<file path="src/rtl/fpu_pkg.sv">
// rtl/fpu_pkg.sv - shared FPU types, constants and square-root iteration state
package fpu_pkg;

  typedef struct packed {
    logic        sign;
    logic [7:0]  exponent;
    logic [22:0] mantissa;
  } fpu_float_fields_t;

  typedef struct packed {
    logic guard;
    logic round;
    logic sticky;
  } fpu_guard_bits_t;

  typedef enum logic [2:0] {
    FPU_RNE = 3'd0,
    FPU_RTZ = 3'd1,
    FPU_RDN = 3'd2,
    FPU_RUP = 3'd3,
    FPU_RMM = 3'd4
  } fpu_round_mode_t;

  localparam fpu_float_fields_t FPU_FLOAT_NAN = 32'h7FC0_0000;

  typedef enum logic [1:0] {
    IDLE = 2'd0,
    SQRT = 2'd1,
    DONE = 2'd2
  } fpu_sqrt_state_t;

  localparam int FPU_SQRT_ROOT_BITS = 26;

  // One restoring-iteration snapshot: partial remainder, partial root and the
  // radicand bits not yet consumed (top two bits are the next digit pair).
  typedef struct packed {
    logic [27:0] remainder;
    logic [25:0] root;
    logic [51:0] radicand;
  } fpu_sqrt_step_t;

endpackage

</file>
<file path="src/rtl/fpu_float_sqrt_step.sv">
// rtl/fpu_float_sqrt_step.sv - one restoring square-root iteration
// Ports:
//   step_in  - iteration state before this root bit
//   step_out - iteration state after resolving one more root bit
module fpu_float_sqrt_step
  import fpu_pkg::*;
(
  input  fpu_sqrt_step_t step_in,
  output fpu_sqrt_step_t step_out
);

  logic [27:0] rem_shift;
  logic [27:0] trial;

  always_comb begin
    // The remainder never exceeds 2*root, so its top two bits are zero
    // before the shift and the truncation loses nothing.
    rem_shift = 28'({step_in.remainder, step_in.radicand[51:50]});
    trial     = {step_in.root, 2'b01};
    step_out.radicand = {step_in.radicand[49:0], 2'b00};
    if (rem_shift >= trial) begin
      step_out.remainder = rem_shift - trial;
      step_out.root      = 26'({step_in.root, 1'b1});
    end else begin
      step_out.remainder = rem_shift;
      step_out.root      = 26'({step_in.root, 1'b0});
    end
  end

endmodule

</file>
<file path="src/rtl/fpu_float_sqrt_iterative.sv">
// rtl/fpu_float_sqrt_iterative.sv - multi-cycle single-precision square root, unrounded output
// Ports:
//   clk, rst                   - clock, synchronous active-high reset
//   in_valid/in_ready          - operand handshake; in_ready only while idle
//   in_number, in_round_mode   - operand and rounding mode, captured on accept
//   out_valid/out_ready        - result handshake; outputs held until accepted
//   out_number, out_guard_bits - unrounded result and {guard, round, sticky}
//   out_round_mode             - captured rounding mode
//   out_invalid                - invalid-operation flag
module fpu_float_sqrt_iterative
  import fpu_pkg::*;
#(
  parameter int BITS_PER_CYCLE = 1
) (
  input  logic              clk,
  input  logic              rst,
  input  logic              in_valid,
  output logic              in_ready,
  input  fpu_float_fields_t in_number,
  input  fpu_round_mode_t   in_round_mode,
  output logic              out_valid,
  input  logic              out_ready,
  output fpu_float_fields_t out_number,
  output fpu_guard_bits_t   out_guard_bits,
  output fpu_round_mode_t   out_round_mode,
  output logic              out_invalid
);

  if (!(BITS_PER_CYCLE == 1 || BITS_PER_CYCLE == 2 ||
        BITS_PER_CYCLE == 13 || BITS_PER_CYCLE == 26)) begin : g_bad_param
    $error("BITS_PER_CYCLE must be 1, 2, 13 or 26");
  end

  localparam int         ITERS = FPU_SQRT_ROOT_BITS / BITS_PER_CYCLE;
  localparam logic [4:0] LAST  = 5'(ITERS - 1);

  fpu_sqrt_state_t   state_q, state_d;
  logic [4:0]        cnt_q, cnt_d;
  fpu_sqrt_step_t    step_q, step_d;
  logic [7:0]        exp_q, exp_d;
  logic              special_q, special_d;
  fpu_float_fields_t special_num_q, special_num_d;
  logic              invalid_q, invalid_d;
  fpu_round_mode_t   rm_q, rm_d;

  logic              in_ready_d, out_valid_d, out_invalid_d;
  fpu_float_fields_t out_number_d;
  fpu_guard_bits_t   out_guard_d;
  fpu_round_mode_t   out_rm_d;

  // Operand decode
  logic              is_special, special_invalid;
  fpu_float_fields_t special_num;
  logic [8:0]        exp_sum;
  logic [7:0]        res_exp;
  fpu_sqrt_step_t    step_init;

  always_comb begin
    is_special      = 1'b1;
    special_invalid = 1'b0;
    special_num     = FPU_FLOAT_NAN;
    if (in_number.exponent == 8'hFF && in_number.mantissa != 23'd0) begin
      special_num = FPU_FLOAT_NAN;
    end else if (in_number.sign && in_number.exponent != 8'd0) begin
      special_invalid = 1'b1;
    end else if (in_number.exponent == 8'hFF) begin
      special_num = {1'b0, 8'hFF, 23'd0};
    end else if (in_number.exponent == 8'd0) begin
      special_num = {in_number.sign, 31'd0};
    end else begin
      is_special = 1'b0;
    end
  end

  // Odd exponents keep the radicand in [1,2); even ones double it into [2,4)
  // so the unbiased exponent becomes even and halves exactly.
  assign exp_sum = {1'b0, in_number.exponent} + 9'd126 + {8'd0, in_number.exponent[0]};
  assign res_exp = 8'(exp_sum >> 1);

  always_comb begin
    step_init.remainder = 28'd0;
    step_init.root      = 26'd0;
    step_init.radicand  = in_number.exponent[0] ? {2'b01, in_number.mantissa, 27'd0}
                                                : {1'b1, in_number.mantissa, 28'd0};
  end

  fpu_sqrt_step_t chain [0:BITS_PER_CYCLE];
  assign chain[0] = step_q;

  for (genvar g = 0; g < BITS_PER_CYCLE; g++) begin : g_step
    fpu_float_sqrt_step u_step (
      .step_in  (chain[g]),
      .step_out (chain[g+1])
    );
  end

  always_comb begin
    state_d       = state_q;
    cnt_d         = cnt_q;
    step_d        = step_q;
    exp_d         = exp_q;
    special_d     = special_q;
    special_num_d = special_num_q;
    invalid_d     = invalid_q;
    rm_d          = rm_q;
    out_valid_d   = out_valid;
    out_number_d  = out_number;
    out_guard_d   = out_guard_bits;
    out_rm_d      = out_round_mode;
    out_invalid_d = out_invalid;
    case (state_q)
      IDLE: begin
        if (in_valid && in_ready) begin
          rm_d          = in_round_mode;
          special_d     = is_special;
          special_num_d = special_num;
          invalid_d     = special_invalid;
          exp_d         = res_exp;
          step_d        = step_init;
          cnt_d         = LAST;
          state_d       = is_special ? DONE : SQRT;
        end
      end
      SQRT: begin
        step_d = chain[BITS_PER_CYCLE];
        if (cnt_q == 5'd0) state_d = DONE;
        else               cnt_d   = cnt_q - 5'd1;
      end
      DONE: begin
        // First DONE cycle loads the output registers; afterwards they hold
        // until the downstream handshake.
        if (!out_valid) begin
          out_valid_d = 1'b1;
          out_rm_d    = rm_q;
          if (special_q) begin
            out_number_d  = special_num_q;
            out_guard_d   = 3'b000;
            out_invalid_d = invalid_q;
          end else begin
            out_number_d  = {1'b0, exp_q, step_q.root[24:2]};
            out_guard_d   = {step_q.root[1], step_q.root[0], step_q.remainder != 28'd0};
            out_invalid_d = 1'b0;
          end
        end else if (out_ready) begin
          out_valid_d = 1'b0;
          state_d     = IDLE;
        end
      end
      default: state_d = IDLE;
    endcase
    in_ready_d = (state_d == IDLE);
  end

  always_ff @(posedge clk) begin
    if (rst) begin
      state_q        <= IDLE;
      cnt_q          <= 5'd0;
      step_q         <= '0;
      exp_q          <= 8'd0;
      special_q      <= 1'b0;
      special_num_q  <= '0;
      invalid_q      <= 1'b0;
      rm_q           <= FPU_RNE;
      in_ready       <= 1'b1;
      out_valid      <= 1'b0;
      out_number     <= '0;
      out_guard_bits <= '0;
      out_round_mode <= FPU_RNE;
      out_invalid    <= 1'b0;
    end else begin
      state_q        <= state_d;
      cnt_q          <= cnt_d;
      step_q         <= step_d;
      exp_q          <= exp_d;
      special_q      <= special_d;
      special_num_q  <= special_num_d;
      invalid_q      <= invalid_d;
      rm_q           <= rm_d;
      in_ready       <= in_ready_d;
      out_valid      <= out_valid_d;
      out_number     <= out_number_d;
      out_guard_bits <= out_guard_d;
      out_round_mode <= out_rm_d;
      out_invalid    <= out_invalid_d;
    end
  end

endmodule
</file>
<file path="config.mk">
export PLATFORM = sky130hd
export DESIGN_NAME = fpu_float_sqrt_iterative
export DESIGN_NICKNAME = d
export VERILOG_FILES = /design/src/rtl/fpu_pkg.sv /design/src/rtl/fpu_float_sqrt_step.sv /design/src/rtl/fpu_float_sqrt_iterative.sv
export SDC_FILE = /design/constraint.sdc
export NUM_CORES = 1
export LEC_CHECK = 0
export BUFFER_PORTS_ARGS = -buffer_cell sky130_fd_sc_hd__buf_2
export CAP_MARGIN = 10
export CORE_ASPECT_RATIO = 0.7
export CORE_UTILIZATION = 45
export CTS_CLUSTER_SIZE = 20
export DETAILED_ROUTE_END_ITERATION = 10
export PLACE_DENSITY = 0.68
export SYNTH_ARGS = -nofsm -noshare
export SYNTH_HDL_FRONTEND = slang
export SYNTH_SLANG_ARGS = --single-unit
</file>
<file path="constraint.sdc">
create_clock -name clk -period 5.2 [get_ports clk]
set_input_delay 0.26 -clock clk [delete_from_list [all_inputs] [get_ports clk]]
set_output_delay 0.26 -clock clk [all_outputs]
set_load 0.02 [all_outputs]
</file>
Word level (Yosys, flattened, before mapping)

Cells that the tools add are included.

Flip-flop bits (word level): 199
Input bits: 39

Add/subtract/negate cells: 4
$lt $le $gt $ge: 1
Equal/unequal tests: 5
Muxes and demuxes: 28
Bitwise operators: 1
Reductions and logical operators: 15

Operators by type and width:

| cell                  | count |
|---|---|
| $pmux W106 S2         | 1 |
| $mux W32              | 5 |
| $mux W106             | 1 |
| $mux W54              | 1 |
| $mux W52              | 1 |
| $ge A28 B28 Y1        | 1 |
| $reduce_bool A28 Y1   | 1 |
| $sub A28 B28 Y28      | 1 |
| $reduce_bool A23 Y1   | 1 |
| $mux W2               | 5 |
| $mux W5               | 2 |
| $pmux W5 S2           | 1 |
| $add A8 B7 Y9 const B | 1 |
| $add A9 B1 Y9         | 1 |
| $mux W1               | 9 |
| $eq A8 B8 Y1 const B  | 1 |
| $logic_not A8 Y1      | 1 |
| $reduce_bool A8 Y1    | 1 |
| $pmux W2 S3           | 1 |
| $reduce_and A2 Y1     | 3 |
| $logic_not A5 Y1      | 1 |
| $sub A5 B1 Y5 const B | 1 |
| $logic_not A2 Y1      | 2 |
| $ne A2 B2 Y1 const B  | 2 |
| other kinds (7)       | 9 |

Logic depth before layout (Yosys ltp)

Word-level depth: 9
Depth in mapped cells: 12
Gate-level depth less buffers: 10

Cells and area by module

A second synthesis with hierarchy kept.

Cells, all modules: 1148
Area, all modules: 9330.2 µm²

By module, submodules not included:

| module                   | instances | cells each | area each (µm²) | seq. area each (µm²) |
|---|---|---|---|---|
| fpu_float_sqrt_iterative | 1         | 772        | 6717.7          | 3403.3 |
| fpu_float_sqrt_step      | 1         | 376        | 2612.5          | 0.0 |

Least setup slack after synthesis

No wires, ideal clock.

Kind: register -> register
From: reg step_q, in the netlist chain[162]
To: reg step_q, in the netlist chain[210]
Setup time: 131 ps
Arrival time: 2319 ps
Required time: 5069 ps
Slack: 2750 ps
Stages on the path, launching flop included: 13
Cell sequence: dfxtp_1 inv_1 ha_1 buf_2 nand4_2 a2111oi_4 nor3_2 o211ai_2 o21ai_2 a41oi_4 buf_6 mux2i_1 o211ai_1

Longest elaborated chain between the ends: 3
Elaborated cells on any way between the ends: 4

Ends and longest elaborated chain:

| element                                                   | line                                                 | text |
|---|---|---|
| start, declared                                           | fpu_float_sqrt_iterative.sv:39                       | `fpu_sqrt_step_t step_q, step_d;` |
| start signal, assigned                                    | fpu_float_sqrt_iterative.sv:173                      | `step_q <= step_d;` |
| $sub A28 B28 Y28 / $ge A28 B28 Y1 (equally long branches) | fpu_float_sqrt_step.sv:22, fpu_float_sqrt_step.sv:21 |  |
| $mux W54 *                                                | fpu_float_sqrt_step.sv:21                            | `if (rem_shift >= trial) begin` |
| $pmux W106 S2 *                                           | fpu_float_sqrt_iterative.sv:111                      | `case (state_q)` |

Every way passes the cells marked *; elsewhere a longest branch is shown, timed or not.
A chain may end at the register's enable or synchronous reset.

Worst setup path after layout

From: reg step_q, in the netlist chain[177]
To: reg step_q, in the netlist chain[191]

Longest elaborated chain between the ends: 3

Ends and longest elaborated chain:

| element        | line |
|---|---|
| $ge A28 B28 Y1 | fpu_float_sqrt_step.sv:21 |
| $mux W54       | fpu_float_sqrt_step.sv:21 |
| $pmux W106 S2  | fpu_float_sqrt_iterative.sv:111 |

No other way between the ends.

==> results.json <==
{
  "final_nets": 1070,
  "cts_setup_buffers": 0,
  "die-area_um2": 17400,
  "ir_worst_vdd_mv": 0.865,
  "track_usage_pct": 24.0,
  "rsz0062_at_grt": "no",
  "synthDistinctLibCells": 57,
  "worst_pin_slew_ps": 1170,
  "dieHeight_um": 111,
  "yosysMostFrequentCell": "dfxtp_1",
  "synthAdderAreaFrac_pct": 5.43,
  "critPathMaxStageDelay_ps": 820,
  "synth_compound_area_share_pct": 21.3,
  "fin_cells": 1236,
  "cts_tree": "built",
  "cts_resized": 0,
  "power.switching_uw": 3490,
  "final-hold-violation-count": 0,
  "dp.cells": 1204,
  "multi_input_area_um2": 4340,
  "die-width_um": 157,
  "crit_path_cell_trace": "inv_1 > ha_1 > and2_1 > nand2_1 > nor4_1 > nand3_1 > a41oi_4 > buf_4 > mux2i_1 > o21ai_0",
  "setup_viol": 0,
  "core-area_um2": 16400,
  "outcome": "completed",
  "netlist_area_um2": 7600,
  "setup-tns-final_ps": 0,
  "cts.sinks": 143,
  "yosys.area.top_type": "dfxtp_1",
  "p_per_area_nw_per_um2": 887,
  "yosys_warnings": 0,
  "worstHoldPathCells": 3,
  "antenna_found_initial": 0,
  "ant_nets": 0,
  "via_per_inst": 5.71,
  "routed_wl_um": 20500,
  "synthFlopType": "dfxtp_1",
  "use_met2_pct": 32.8,
  "post_drt_wl_per_cell_um": 16.6,
  "initial_core_util_pct": 46.4,
  "dp.final_hpwl_um": 14300,
  "first_pass_iters": 5,
  "io_buffers": 79,
  "async_reset_ff_share_pct": 0,
  "yosys.area_share.simple_pct": 20.8,
  "switching_share_pct": 44.9,
  "rrSetupSlack_ps": 1690,
  "cp_top_family": "simple AND/OR/NAND/NOR gates",
  "grt_use_met1_pct": 38.6,
  "holdPathEnd": "rm_q[2]",
  "grt_overflow": 0,
  "syn-num-nets": 1029,
  "clk_latency_ps": 430,
  "clockBufferDepth": 2,
  "synth_xor_area_share_pct": 3.57,
  "synth_top_area_share_pct": 37.7,
  "post-route-min-period_ps": 3510,
  "fmax_ghz": 0.285,
  "fin_util_pct": 53.4,
  "endpoint_kind": "flip-flop",
  "grt_first_pass_wirelength_um": 33400,
  "hold_path_class": "primary input to flip-flop",
  "fillers": 1587,
  "globalRoute.busiestLayer": "met1",
  "hold_start": "in_round_mode[2]",
  "p_leak_uw": 0.00357,
  "htree_levels": 4,
  "drt_iter0_markers": 628,
  "gp_congestion": 0.934,
  "combinationalPowerShare_pct": 64.7,
  "pwr-share-clk_pct": 17.3,
  "drc": 0,
  "cts_buffers": 17,
  "ys_ff_latch": 143,
  "path_clk_slew_ps": 60,
  "muxShareOfSynthArea_pct": 5.66,
  "grt_pass1_vias": 6348,
  "num_vias": 7053,
  "grt_max_degree": 79,
  "crit_buf_inv": 2,
  "worstPathRequired_ps": 5470,
  "area_growth_pct": 15.1,
  "root_buffer": "clkbuf_16",
  "p_int_uw": 4280,
  "critPathKind": "flip-flop to flip-flop",
  "synth.avg_cell_area_um2": 7.94,
  "drive_gt1_share_pct": 13.1,
  "grt.met3_usage_pct": 4.50,
  "synth_edf_count": 0,
  "worstPathArrival_ps": 3770,
  "drv_cap": 0,
  "r2r_start": "chain[177]",
  "finalMaxSlewViolations": 0,
  "r2r_cells": 10,
  "slew_headroom_pct": 21.6,
  "diodes": 0,
  "ys_top_cells_by_count": "143 x dfxtp_1, 119 x nand2_1, 106 x a21oi_1",
  "post-route-period-util_pct": 67.4,
  "postCtsHoldBufs": 0,
  "synth.top_cells.by_area": "dfxtp_1 38%, a21oi_1 7.0%, nand2_1 5.9%",
  "regArea_um2": 2860,
  "crit_slowest_cell": "a41oi_4",
  "cp_max_fo": 20,
  "synthCells": 957,
  "skew_ps": 9.88,
  "row_count": 39,
  "top_level_ports": 80,
  "ys_seq_area_share_pct": 37.7,
  "pwr-share-seq_pct": 18.0,
  "synth_top_family_by_area": "compound AO/OA/AOI/OAI gates",
  "reg2reg_to": "chain[191]",
  "worst_setup_path_start_kind": "flip-flop"
}
-- flip-flops by register name, summed over array words and instances (netlist names), 2 cells and up --
name,flops
cnt_q,5
out_number,32
special_num_q,3
rm_q,3
out_round_mode,3
exp_q,8
state_q,2
chain,79
out_guard_bits,3
-- layer usage --
layer  share of wire, %  wire length, um
met4               0.69              141
met3                6.6             1350
met2                 40             8220
met5                  0                0
met1                 53            10800
-- metrics by stage --
step	instance area (um2)	power, uW	hold slack [ps]	setup slack, ps
2_1_floorplan	7600	6820	396	2750
3_3_place_gp	8110	6530	436	1880
3_5_place_dp	8110	6380	441	1770
4_1_cts	8750	7720	61.5	1730
5_1_grt	8750	7960	99.5	1450
6_report	8750	7760	79.0	1690
-- how the worst max path moves through the flow --
stage | to | cells past startpoint | from
floorplan | chain[210] | 12 | chain[162]
global placement | chain[191] | 11 | chain[177]
detailed placement | chain[191] | 11 | chain[177]
CTS | chain[191] | 10 | chain[179]
global route | chain[198] | 10 | chain[178]
finish | chain[191] | 10 | chain[177]
-- cell type report --
cell class              instances  area share (%)
flip-flops and latches        143            32.7
clock inverters                13            2.30
clock buffers                  19            5.06
repair buffers                 89            5.41
well taps                     225            3.22
inverters                      40            1.72
multi-input cells             707            49.6
-- tightest hold or removal path, stage by stage --
cell	delay (ps)
buf_2	100
nand2_1	50
a21oi_1	50
-- logic make-up (layout without fill, tap and decap cells) --
logic type | count (synthesis) | in the layout
AND/OR/NAND/NOR | 348 | 348
flip-flops | 143 | 143
adder cells (fa/ha/maj) | 33 | 33
XOR/XNOR | 31 | 31
buffers and inverters | 107 | 161
multiplexers | 43 | 43
AO/OA/AOI/OAI | 252 | 252
-- placed cells by master (no fill, tap or decap), drive strengths merged, types with 9 or more instances in the layout --
cell and n:
a211oi 22, a21o 14, a21oi 106, a221oi 23, buf 89, clkbuf 19
dfxtp 143, ha 33, inv 44, mux2i 43, nand2 120, nand2b 9
nand3 67, nand4 13, nor2 91, nor3 12, nor4 18, o21ai 44
xnor2 19, xor2 12
-- power groups by stage --
stage	logic, uW	clock network [uW]	registers (uW)
2_1_floorplan	5390	0	1420
3_3_place_gp	5110	0	1420
3_5_place_dp	4960	0	1420
4_1_cts	4960	1360	1400
5_1_grt	5140	1410	1410
6_report	5020	1340	1400
Note: power is estimated with default switching activity, not from simulation.
